File: src/rtl/miso_frame_packer.sv
// miso_frame_packer: deserializes Intan MISO into 16-bit channel words, packs each
// timestep into a timestamped 32-bit frame, and queues frames on an AXI-Stream master.
//
// Ports:
//   clk, reset        system clock, synchronous active-high reset
//   SCLK, CS, MISO    SPI signals from the SPI master / headstage (resynchronized)
//   channel           channel index driven during the current CS window
//   timestamp         timestep counter, latched with each CS window
//   clear_errors      one-cycle pulse clearing err_short / err_seq
//   m_tdata/m_tvalid/m_tready/m_tlast   frame word stream (first-word fall-through)
//   frame_count       frames fully written into the FIFO (wraps)
//   drop_count        frames discarded for lack of space (saturating)
//   err_short         sticky: a CS window closed with a bit count other than 16
//   err_seq           sticky: channel sequence broken mid-frame
//
// Build option: define FRAME_MAGIC_EN to prefix every frame with the two
// magic words 0x27021942, 0xC6911999 ahead of the timestamp.

module miso_frame_packer #(
    parameter int NUM_CH      = 35,
    parameter int FIFO_DEPTH  = 64,
    parameter int SYNC_STAGES = 2
) (
    input  logic        clk,
    input  logic        reset,
    input  logic        SCLK,
    input  logic        CS,
    input  logic        MISO,
    input  logic [5:0]  channel,
    input  logic [31:0] timestamp,
    input  logic        clear_errors,
    output logic [31:0] m_tdata,
    output logic        m_tvalid,
    input  logic        m_tready,
    output logic        m_tlast,
    output logic [31:0] frame_count,
    output logic [15:0] drop_count,
    output logic        err_short,
    output logic        err_seq
);

`ifdef FRAME_MAGIC_EN
    localparam int HDR_WORDS = 3;
`else
    localparam int HDR_WORDS = 1;
`endif
    localparam int FRAME_WORDS = HDR_WORDS + (NUM_CH + 1) / 2;
    localparam int AW = $clog2(FIFO_DEPTH);
    localparam int CW = AW + 1;

    localparam logic [CW-1:0] DEPTH_C    = CW'(FIFO_DEPTH);
    localparam logic [CW-1:0] FRAME_C    = CW'(FRAME_WORDS);
    localparam logic [6:0]    FRAME_LAST = 7'(FRAME_WORDS - 1);
    localparam logic [1:0]    HDR_C      = 2'(HDR_WORDS);
    localparam logic [5:0]    LAST_CH    = 6'(NUM_CH - 1);
    localparam logic [31:0]   MAGIC0     = 32'h2702_1942;
    localparam logic [31:0]   MAGIC1     = 32'hC691_1999;

    // ------------------------------------------------------------------
    // Input synchronizers and edge detection
    // ------------------------------------------------------------------
    logic [SYNC_STAGES-1:0] sclk_sr;
    logic [SYNC_STAGES-1:0] cs_sr;
    logic [SYNC_STAGES-1:0] miso_sr;
    logic                   sclk_prev;
    logic                   cs_prev;
    logic                   sclk_s;
    logic                   cs_s;
    logic                   miso_s;
    logic                   sclk_rise;
    logic                   cs_fall;
    logic                   cs_rise;

    assign sclk_s = sclk_sr[SYNC_STAGES-1];
    assign cs_s   = cs_sr[SYNC_STAGES-1];
    assign miso_s = miso_sr[SYNC_STAGES-1];

    always_ff @(posedge clk) begin
        if (reset) begin
            sclk_sr   <= '0;
            cs_sr     <= '0;
            miso_sr   <= '0;
            sclk_prev <= 1'b0;
            cs_prev   <= 1'b0;
        end else begin
            sclk_sr[0] <= SCLK;
            cs_sr[0]   <= CS;
            miso_sr[0] <= MISO;
            for (int i = 1; i < SYNC_STAGES; i++) begin
                sclk_sr[i] <= sclk_sr[i-1];
                cs_sr[i]   <= cs_sr[i-1];
                miso_sr[i] <= miso_sr[i-1];
            end
            sclk_prev <= sclk_s;
            cs_prev   <= cs_s;
        end
    end

    assign sclk_rise = sclk_s & ~sclk_prev;
    assign cs_fall   = ~cs_s & cs_prev;
    assign cs_rise   = cs_s & ~cs_prev;

    // ------------------------------------------------------------------
    // Deserializer: one word per CS window
    // ------------------------------------------------------------------
    // win_open masks the CS rise seen when the synchronizers leave reset
    // (they reset to 0 while CS idles high), so no phantom word appears.
    logic        win_open;
    logic [15:0] shreg;
    logic [4:0]  bit_cnt;
    logic [5:0]  ch_lat;
    logic [31:0] ts_lat;
    logic        wd_vld;
    logic [15:0] wd_data;
    logic [5:0]  wd_ch;
    logic [31:0] wd_ts;
    logic        word_done;
    logic        short_evt;

    assign word_done = cs_rise & win_open;
    assign short_evt = word_done & (bit_cnt != 5'd16);

    always_ff @(posedge clk) begin
        if (reset) begin
            win_open  <= 1'b0;
            shreg     <= '0;
            bit_cnt   <= '0;
            ch_lat    <= '0;
            ts_lat    <= '0;
            wd_vld    <= 1'b0;
            wd_data   <= '0;
            wd_ch     <= '0;
            wd_ts     <= '0;
            err_short <= 1'b0;
        end else begin
            wd_vld <= 1'b0;
            if (cs_fall) begin
                win_open <= 1'b1;
                shreg    <= '0;
                bit_cnt  <= '0;
                ch_lat   <= channel;
                ts_lat   <= timestamp;
            end else if (word_done) begin
                win_open <= 1'b0;
                wd_vld   <= 1'b1;
                wd_data  <= (bit_cnt == 5'd16) ? shreg : 16'h0000;
                wd_ch    <= ch_lat;
                wd_ts    <= ts_lat;
            end else if (sclk_rise && !cs_s && win_open) begin
                shreg <= {shreg[14:0], miso_s};
                // saturate so an overlong window cannot wrap back to 16
                if (bit_cnt != 5'h1f) begin
                    bit_cnt <= bit_cnt + 5'd1;
                end
            end
            if (short_evt) begin
                err_short <= 1'b1;
            end else if (clear_errors) begin
                err_short <= 1'b0;
            end
        end
    end

    // ------------------------------------------------------------------
    // Packer FSM
    // ------------------------------------------------------------------
    typedef enum logic [1:0] {
        IDLE,
        COLLECT,
        PAD
    } state_t;

    state_t      state_q, state_d;
    logic [1:0]  hdr_idx_q, hdr_idx_d;
    logic [6:0]  wr_cnt_q, wr_cnt_d;
    logic [5:0]  exp_q, exp_d;
    logic [15:0] low_q, low_d;
    logic [31:0] ts_q, ts_d;
    logic        pend_vld_q, pend_vld_d;
    logic        pend_last_q, pend_last_d;
    logic [31:0] pend_data_q, pend_data_d;
    logic        rp_vld_q, rp_vld_d;
    logic [15:0] rp_data_q, rp_data_d;
    logic [31:0] rp_ts_q, rp_ts_d;

    logic        in_vld;
    logic [5:0]  in_ch;
    logic [15:0] in_data;
    logic [31:0] in_ts;
    logic [31:0] hdr_word;
    logic        push;
    logic [31:0] push_data;
    logic        push_last;
    logic        pop;
    logic        frame_inc;
    logic        drop_inc;
    logic        seq_evt;
    logic [CW-1:0] count;
    logic [CW-1:0] space;

    assign space = DEPTH_C - count;

    // A channel-0 word that broke a frame is replayed once PAD finishes.
    always_comb begin
        in_vld  = wd_vld;
        in_ch   = wd_ch;
        in_data = wd_data;
        in_ts   = wd_ts;
        if (rp_vld_q) begin
            in_vld  = 1'b1;
            in_ch   = 6'd0;
            in_data = rp_data_q;
            in_ts   = rp_ts_q;
        end
    end

    always_comb begin
        hdr_word = ts_q;
`ifdef FRAME_MAGIC_EN
        unique case (hdr_idx_q)
            2'd0:    hdr_word = MAGIC0;
            2'd1:    hdr_word = MAGIC1;
            default: hdr_word = ts_q;
        endcase
`endif
    end

    always_comb begin
        state_d     = state_q;
        hdr_idx_d   = hdr_idx_q;
        wr_cnt_d    = wr_cnt_q;
        exp_d       = exp_q;
        low_d       = low_q;
        ts_d        = ts_q;
        pend_vld_d  = pend_vld_q;
        pend_last_d = pend_last_q;
        pend_data_d = pend_data_q;
        rp_vld_d    = rp_vld_q;
        rp_data_d   = rp_data_q;
        rp_ts_d     = rp_ts_q;
        push        = 1'b0;
        push_data   = '0;
        push_last   = 1'b0;
        frame_inc   = 1'b0;
        drop_inc    = 1'b0;
        seq_evt     = 1'b0;

        unique case (state_q)
            IDLE: begin
                rp_vld_d = 1'b0;
                if (in_vld && in_ch == 6'd0) begin
                    // reserve a whole frame up front so pushes never overflow
                    if (space >= FRAME_C) begin
                        state_d    = COLLECT;
                        hdr_idx_d  = 2'd0;
                        wr_cnt_d   = 7'd0;
                        exp_d      = 6'd1;
                        low_d      = in_data;
                        ts_d       = in_ts;
                        pend_vld_d = 1'b0;
                        if (LAST_CH == 6'd0) begin
                            pend_vld_d  = 1'b1;
                            pend_last_d = 1'b1;
                            pend_data_d = {16'h0000, in_data};
                        end
                    end else begin
                        drop_inc = 1'b1;
                    end
                end
            end

            COLLECT: begin
                if (wd_vld) begin
                    if (wd_ch == exp_q) begin
                        exp_d = exp_q + 6'd1;
                        if (!exp_q[0]) begin
                            low_d = wd_data;
                            if (exp_q == LAST_CH) begin
                                pend_vld_d  = 1'b1;
                                pend_last_d = 1'b1;
                                pend_data_d = {16'h0000, wd_data};
                            end
                        end else begin
                            pend_vld_d  = 1'b1;
                            pend_last_d = (exp_q == LAST_CH);
                            pend_data_d = {wd_data, low_q};
                        end
                    end else begin
                        seq_evt    = 1'b1;
                        state_d    = PAD;
                        pend_vld_d = 1'b0;
                        rp_vld_d   = (wd_ch == 6'd0);
                        rp_data_d  = wd_data;
                        rp_ts_d    = wd_ts;
                    end
                end else if (hdr_idx_q < HDR_C) begin
                    push      = 1'b1;
                    push_data = hdr_word;
                    hdr_idx_d = hdr_idx_q + 2'd1;
                    wr_cnt_d  = wr_cnt_q + 7'd1;
                end else if (pend_vld_q) begin
                    push       = 1'b1;
                    push_data  = pend_data_q;
                    push_last  = pend_last_q;
                    pend_vld_d = 1'b0;
                    wr_cnt_d   = wr_cnt_q + 7'd1;
                    if (pend_last_q) begin
                        frame_inc = 1'b1;
                        state_d   = IDLE;
                    end
                end
            end

            PAD: begin
                push      = 1'b1;
                push_data = '0;
                push_last = (wr_cnt_q == FRAME_LAST);
                wr_cnt_d  = wr_cnt_q + 7'd1;
                if (wr_cnt_q == FRAME_LAST) begin
                    frame_inc = 1'b1;
                    state_d   = IDLE;
                end
            end

            default: state_d = IDLE;
        endcase
    end

    always_ff @(posedge clk) begin
        if (reset) begin
            state_q     <= IDLE;
            hdr_idx_q   <= '0;
            wr_cnt_q    <= '0;
            exp_q       <= '0;
            low_q       <= '0;
            ts_q        <= '0;
            pend_vld_q  <= 1'b0;
            pend_last_q <= 1'b0;
            pend_data_q <= '0;
            rp_vld_q    <= 1'b0;
            rp_data_q   <= '0;
            rp_ts_q     <= '0;
            frame_count <= '0;
            drop_count  <= '0;
            err_seq     <= 1'b0;
        end else begin
            state_q     <= state_d;
            hdr_idx_q   <= hdr_idx_d;
            wr_cnt_q    <= wr_cnt_d;
            exp_q       <= exp_d;
            low_q       <= low_d;
            ts_q        <= ts_d;
            pend_vld_q  <= pend_vld_d;
            pend_last_q <= pend_last_d;
            pend_data_q <= pend_data_d;
            rp_vld_q    <= rp_vld_d;
            rp_data_q   <= rp_data_d;
            rp_ts_q     <= rp_ts_d;
            if (frame_inc) begin
                frame_count <= frame_count + 32'd1;
            end
            if (drop_inc && drop_count != 16'hFFFF) begin
                drop_count <= drop_count + 16'd1;
            end
            if (seq_evt) begin
                err_seq <= 1'b1;
            end else if (clear_errors) begin
                err_seq <= 1'b0;
            end
        end
    end

    // ------------------------------------------------------------------
    // Output FIFO (first-word fall-through, tlast stored per entry)
    // ------------------------------------------------------------------
    logic [32:0]   mem [FIFO_DEPTH];
    logic [AW-1:0] wr_ptr;
    logic [AW-1:0] rd_ptr;

    assign m_tvalid = (count != '0);
    assign pop      = m_tvalid & m_tready;
    assign m_tdata  = m_tvalid ? mem[rd_ptr][31:0] : 32'h0;
    assign m_tlast  = m_tvalid & mem[rd_ptr][32];

    always_ff @(posedge clk) begin
        if (push) begin
            mem[wr_ptr] <= {push_last, push_data};
        end
    end

    always_ff @(posedge clk) begin
        if (reset) begin
            wr_ptr <= '0;
            rd_ptr <= '0;
            count  <= '0;
        end else begin
            if (push) begin
                wr_ptr <= wr_ptr + AW'(1);
            end
            if (pop) begin
                rd_ptr <= rd_ptr + AW'(1);
            end
            if (push && !pop) begin
                count <= count + CW'(1);
            end else if (pop && !push) begin
                count <= count - CW'(1);
            end
        end
    end

endmodule

File: config.mk
export PLATFORM = sky130hd
export DESIGN_NAME = miso_frame_packer
export DESIGN_NICKNAME = d
export VERILOG_FILES = /design/src/rtl/miso_frame_packer.sv
export SDC_FILE = /design/constraint.sdc
export NUM_CORES = 2
export LEC_CHECK = 0
export ABC_AREA = 1
export ABC_CLOCK_PERIOD_IN_PS = 6100
export BUFFER_PORTS_ARGS = -buffer_cell sky130_fd_sc_hd__buf_4
export CAP_MARGIN = 10
export CORE_ASPECT_RATIO = 1.4
export CORE_UTILIZATION = 43
export CTS_BUF_LIST = sky130_fd_sc_hd__clkbuf_4
export CTS_CLUSTER_SIZE = 40
export DETAILED_ROUTE_END_ITERATION = 10
export GPL_TIMING_DRIVEN = 0
export PLACE_DENSITY = 0.58
export SLEW_MARGIN = 10
export SYNTH_ARGS = -nofsm -noshare
export SYNTH_HDL_FRONTEND = slang
export SYNTH_SLANG_ARGS = --single-unit
File: constraint.sdc
create_clock -name clk -period 6.1 [get_ports clk]
set_input_delay 1.22 -clock clk [delete_from_list [all_inputs] [get_ports clk]]
set_output_delay 1.22 -clock clk [all_outputs]
set_load 0.005 [all_outputs]
Word-level counts from Yosys, hierarchy flattened
Memories as Yosys holds them, arrays and structs flattened. A register that Yosys moved wholly into a read port is not among the register bits.
Cells that the tools add are included.
{"block": "classes", "addsub": 11, "order_cmp": 2, "eq_ne": 24, "muxes": 87, "bitwise_logic": 13, "n_reduce_logical": 34}
{"operator": "$mux 32", "count": 8}
{"operator": "$mux 16", "count": 7}
{"operator": "$mux 7", "count": 7}
{"operator": "$mux 6", "count": 7}
{"operator": "$mux 1", "count": 36}
{"operator": "$add 32x1->32 const B", "count": 1}
{"operator": "$pmux 16 s2", "count": 1}
{"operator": "$mux 2", "count": 12}
{"operator": "$pmux 7 s3", "count": 1}
{"operator": "$reduce_and 5->1", "count": 4}
{"operator": "$add 6x1->6 const B", "count": 3}
{"operator": "$ne 2x2->1 const B", "count": 9}
{"operator": "$add 16x1->16 const B", "count": 1}
{"operator": "$ne 16x16->1 const B", "count": 1}
{"operator": "$ne 3x3->1 const B", "count": 5}
{"operator": "$ne 5x5->1 const B", "count": 3}
{"operator": "$add 7x1->7 const B", "count": 2}
{"operator": "$logic_not 6->1", "count": 2}
{"operator": "$pmux 6 s2", "count": 1}
{"operator": "$reduce_and 3->1", "count": 4}
{"operator": "$reduce_bool 2->1", "count": 6}
{"operator": "$pmux 1 s2", "count": 5}
{"operator": "$and 1x1->1", "count": 7}
{"operator": "$eq 7x5->1 const B", "count": 1}
{"operator": "other kinds (24)", "count": 37}
{"block": "word_totals", "regBits": 340, "mem_bits_rw": 2112, "input_bits": 45, "out_inout_bits": 84, "elab_cells": 205, "n_memories": 1}
{"name": "mem", "words": 64, "width": 33, "read_ports": 1, "rd_clocked_by_memory_dff": 1, "wr": 1, "line": "376", "text": "logic [32:0] mem [FIFO_DEPTH];"}

Depth between registers and ports, before layout
{"block": "logic_depth", "word_depth": 8, "ltp_mapped": 21, "depth_no_buf": 20}

Worst setup path after synthesis
No wires, ideal clock.
{"block": "synth_path", "path_type": "reg2reg", "startpoint": "register state_q[1]", "endpoint": "memory mem[0][30] (data pin)", "setup_ns": 0.682, "arrival_time_ns": 3.591, "required_time_ns": 5.418, "setup_slack_ns": 1.827, "path_stages_with_launch": 9, "path_buffers": 2, "synth_period_minus_slack_ns": 4.273, "cell_sequence": "dfxtp_1 -> inv_1 -> ha_1 -> buf_4 -> inv_2 -> nor2_4 -> nand2_2 -> clkbuf_1 -> nor3_1"}
{"block": "synth_between", "elab_chain_cells": 2}
{"element": "start, declared", "line": "173", "text": "state_t state_q, state_d;"}
{"element": "start signal, assigned", "line": "347", "text": "state_q <= state_d;"}
{"element": "$eq 2x1->1", "line": "248", "text": "unique case (state_q)"}
{"element": "$mux 32", "line": "248"}
{"element": "via push_data[30]", "line": "192", "text": "logic [31:0] push_data;"}
{"element": "end, declared", "line": "376"}
The timed path passes the listed nets, and every way through them passes these cells.

==> flow_summary.toml <==
[detailed_routing]
drtAntennaViolNets = 0
drt-total-wl_mm = 416
wl_per_cell_um = 30.4
num_vias = 80136
drc = 6
drt-pass1-iter-count = 11
drt-vias-per-instance = 5.86
initialDrtViolationCount = 10355

[worst_setup_path]
critPathRequiredTime_ns = 4.88
start_kind = "register"
crit_path_end_kind = "output port"
cp_max_fo = 11
crit_type = "register to output port"
timing.rr.start = "hdr_idx_q[0]$_SDFFE_PP0P_"
arrival_ns = 5.01

[global_routing]
grt.overflow.total = 0
grt_pass1_vias = 76849
grt_pass1_wl_mm = 572
busiest_layer = "met2"
antenna_found_initial = 23
use_met1 = 0.400
use_met3 = 0.0787
gr-usage-all-layers = 0.347
grt_max_degree = 74
use_met2 = 0.562

[place]
place_hpwl_mm = 296
placed_cells = 12648
numPortBuffers = 128
routabilityCongestion = 0.951

[sta]
finalSetupViolCount = 6
finalClockSkew_ns = 0.124
timing.setup.tns_ns = -0.373
hold_viol = 0
worstMarginPinSlew_ns = 1.43
maxSlewViolCount = 0
layout_setup_ws_ns = -0.133
fmax_mhz = 160
fin_crit_sh = 1.02
slew_headroom = 0.0498
post-route-min-period_ns = 6.23

[outcome]
status = "finished, violations left"
failed_checks = "design-rule violations, negative setup slack"

[clocking]
htreeDepth = 6
cts_setup_buffers = 0
clockBufferDepth = 4
ctsRootBufferMaster = "clkbuf_4"
clk_pin_slew_ns = 0.06
cts.sinks = 2458
cts_buffers = 604
holdBufCountCts = 0
cts_tree = "yes"
clk_latency_ns = 1.40

[synth]
synthAdderAreaFrac = 0.00319
syn_avg_cell_area_um2 = 11.0
muxShareOfSynthArea = 0.000112
synth_top_family_by_area = "simple AND/OR/NAND/NOR gates"
ys_seq_elements = 2458
synth-simple-area-share = 0.224
yosysWarningCount = 0
syn-num-nets = 9231
synth_compound_area_frac = 0.0313
yosysSeqAreaShare = 0.700
syn_inst = 9161
synth_area_um2 = 100000
synth_cell_type_count = 49
yosys.area_share.xor_xnor = 0.00314

[pwr]
total_leakage_power_uw = 0.0431
p_total_uw = 43600
vdd_ir_drop_max_uv = 209
power_density_nw_per_um2 = 368

[layout]
register_area_um2 = 70300
nFillCells = 20780
nNetsFinal = 10263
fin_cells = 13669
drive_gt1_frac = 0.176
multi_input_area_um2 = 27000
synthToLayoutAreaGrowth_pct = 17.8

[worst_hold_path]
hold_path.class = "primary input to register"
min_from = "CS"

[die]
die-area_um2 = 236000
start_util = 0.433
core_um2 = 232000
rows = 209
die_width_um = 410
die_h_um = 574
ios = 129

[run]
maxCapViolCount = 0
## cells in the final DEF, fill, tap and decap left out, drive strengths merged, types with 133 or more instances in the layout
master	instances
nand2	2697
edfxtp	2112
nand3	1892
clkbuf	1021
buf	830
nor2	575
dfxtp	346
o21ai	288
a21oi	253
inv	208
clkinv	133
## area by class of cell
type                       count  area share
multi-input combinational   5926       0.228
inverter                     195     0.00623
sequential                  2458       0.595
tap                         3059      0.0324
clock buffer                 844      0.0536
clock inverter               168      0.0102
buffer                       580      0.0263
timing repair buffer         428      0.0486
antenna                       11    0.000233
## kinds of logic after synthesis
kind of cell	count (synthesis)
AOI/OAI and AO/OA	600
muxes	1
adders and majority gates	25
xor gates and xnor gates	36
buffers and inverters	777
and+or+nand+nor	5264
DFF	2458
## final timing paths
| path | end | slack (ns) | depth (start not counted) |
|---|---|---|---|
| min | cs_sr[0]$_SDFF_PP0_ | 0.06 | 3 |
| max | m_tdata[16] | -0.13 | 8 |
| max reg2reg | mem[10][6]$_DFFE_PP_ | 1.53 | 12 |
| min reg2reg | miso_sr[1]$_SDFF_PP0_ | 0.41 | 2 |
## flip-flops by register name, indices dropped and copies added (netlist names), 32 cells and up, named ones only
| register | cells |
|---|---|
| wd_ts | 32 |
| rp_ts_q | 32 |
| mem | 2112 |
| frame_count | 32 |
| pend_data_q | 32 |
| ts_lat | 32 |
| hdr_word | 32 |
## power by group
part / internal [uW] / switching, uW
combinational: 3000 / 8330
sequential: 18100 / 92.7
clock: 7160 / 6890
total: 28200 / 15300
## layer usage
metal  vias up  share of wire
li1      34431              -
met1     38712           0.34
met2      5565           0.47
met3      1414           0.11
met4        14          0.089
met5         -        0.00022
## critical path, stage by stage, from the launching register on
cell and delay, ns:
dfxtp_1 0.30, buf_2 0.36, clkbuf_2 0.72, clkdlybuf4s15_1 0.81
nand2_1 0.31, nand3_1 0.19, nand3_1 0.11, a21oi_1 0.62
buf_4 0.23
## per-stage QoR
stage          utilization  worst slack (ns)  cell area [um^2]  hold WS, ns
2_1_floorplan            -              1.83            100000        0.388
3_3_place_gp         0.454             -4.46            105000        0.398
3_5_place_dp         0.477             0.896            111000        0.396
4_1_cts              0.510          -0.00924            118000       0.0175
5_1_grt              0.510          -0.00365            118000       0.0445
6_report             0.510            -0.133            118000       0.0599
## synthesized netlist by cell type, drive strengths merged
master | count | area share
o211ai | 3 | 0.00022
xor2 | 25 | 0.0022
o22ai | 5 | 0.00031
a31oi | 21 | 0.0013
a211oi | 11 | 0.00082
edfxtp | 2112 | 0.63
nor2 | 575 | 0.022
clkinv | 1 | 0.000037
ha | 24 | 0.0030
xnor2 | 11 | 0.00096
o21a | 1 | 0.000075
o21ai | 288 | 0.014
and3 | 4 | 0.00025
a32o | 1 | 0.00010
inv | 194 | 0.0073
nand2 | 2697 | 0.10
fa | 1 | 0.00020
dfxtp | 346 | 0.069
mux2 | 1 | 0.00011
nand3 | 1892 | 0.095
clkbuf | 177 | 0.0066
a22oi | 16 | 0.0012
nor3 | 54 | 0.0028
a21o | 1 | 0.000075
a21oi | 253 | 0.013
nand3b | 6 | 0.00045
nand4 | 28 | 0.0019
or2 | 2 | 0.00012
nor3b | 6 | 0.00050
buf | 405 | 0.024
## timing repair
action / in CTS / in global routing
gates resized for setup: 22 / 17
endpoints found under the setup margin: 26 / 8
gates cloned: 0 / 0
Note: power is estimated with default switching activity, not from simulation.
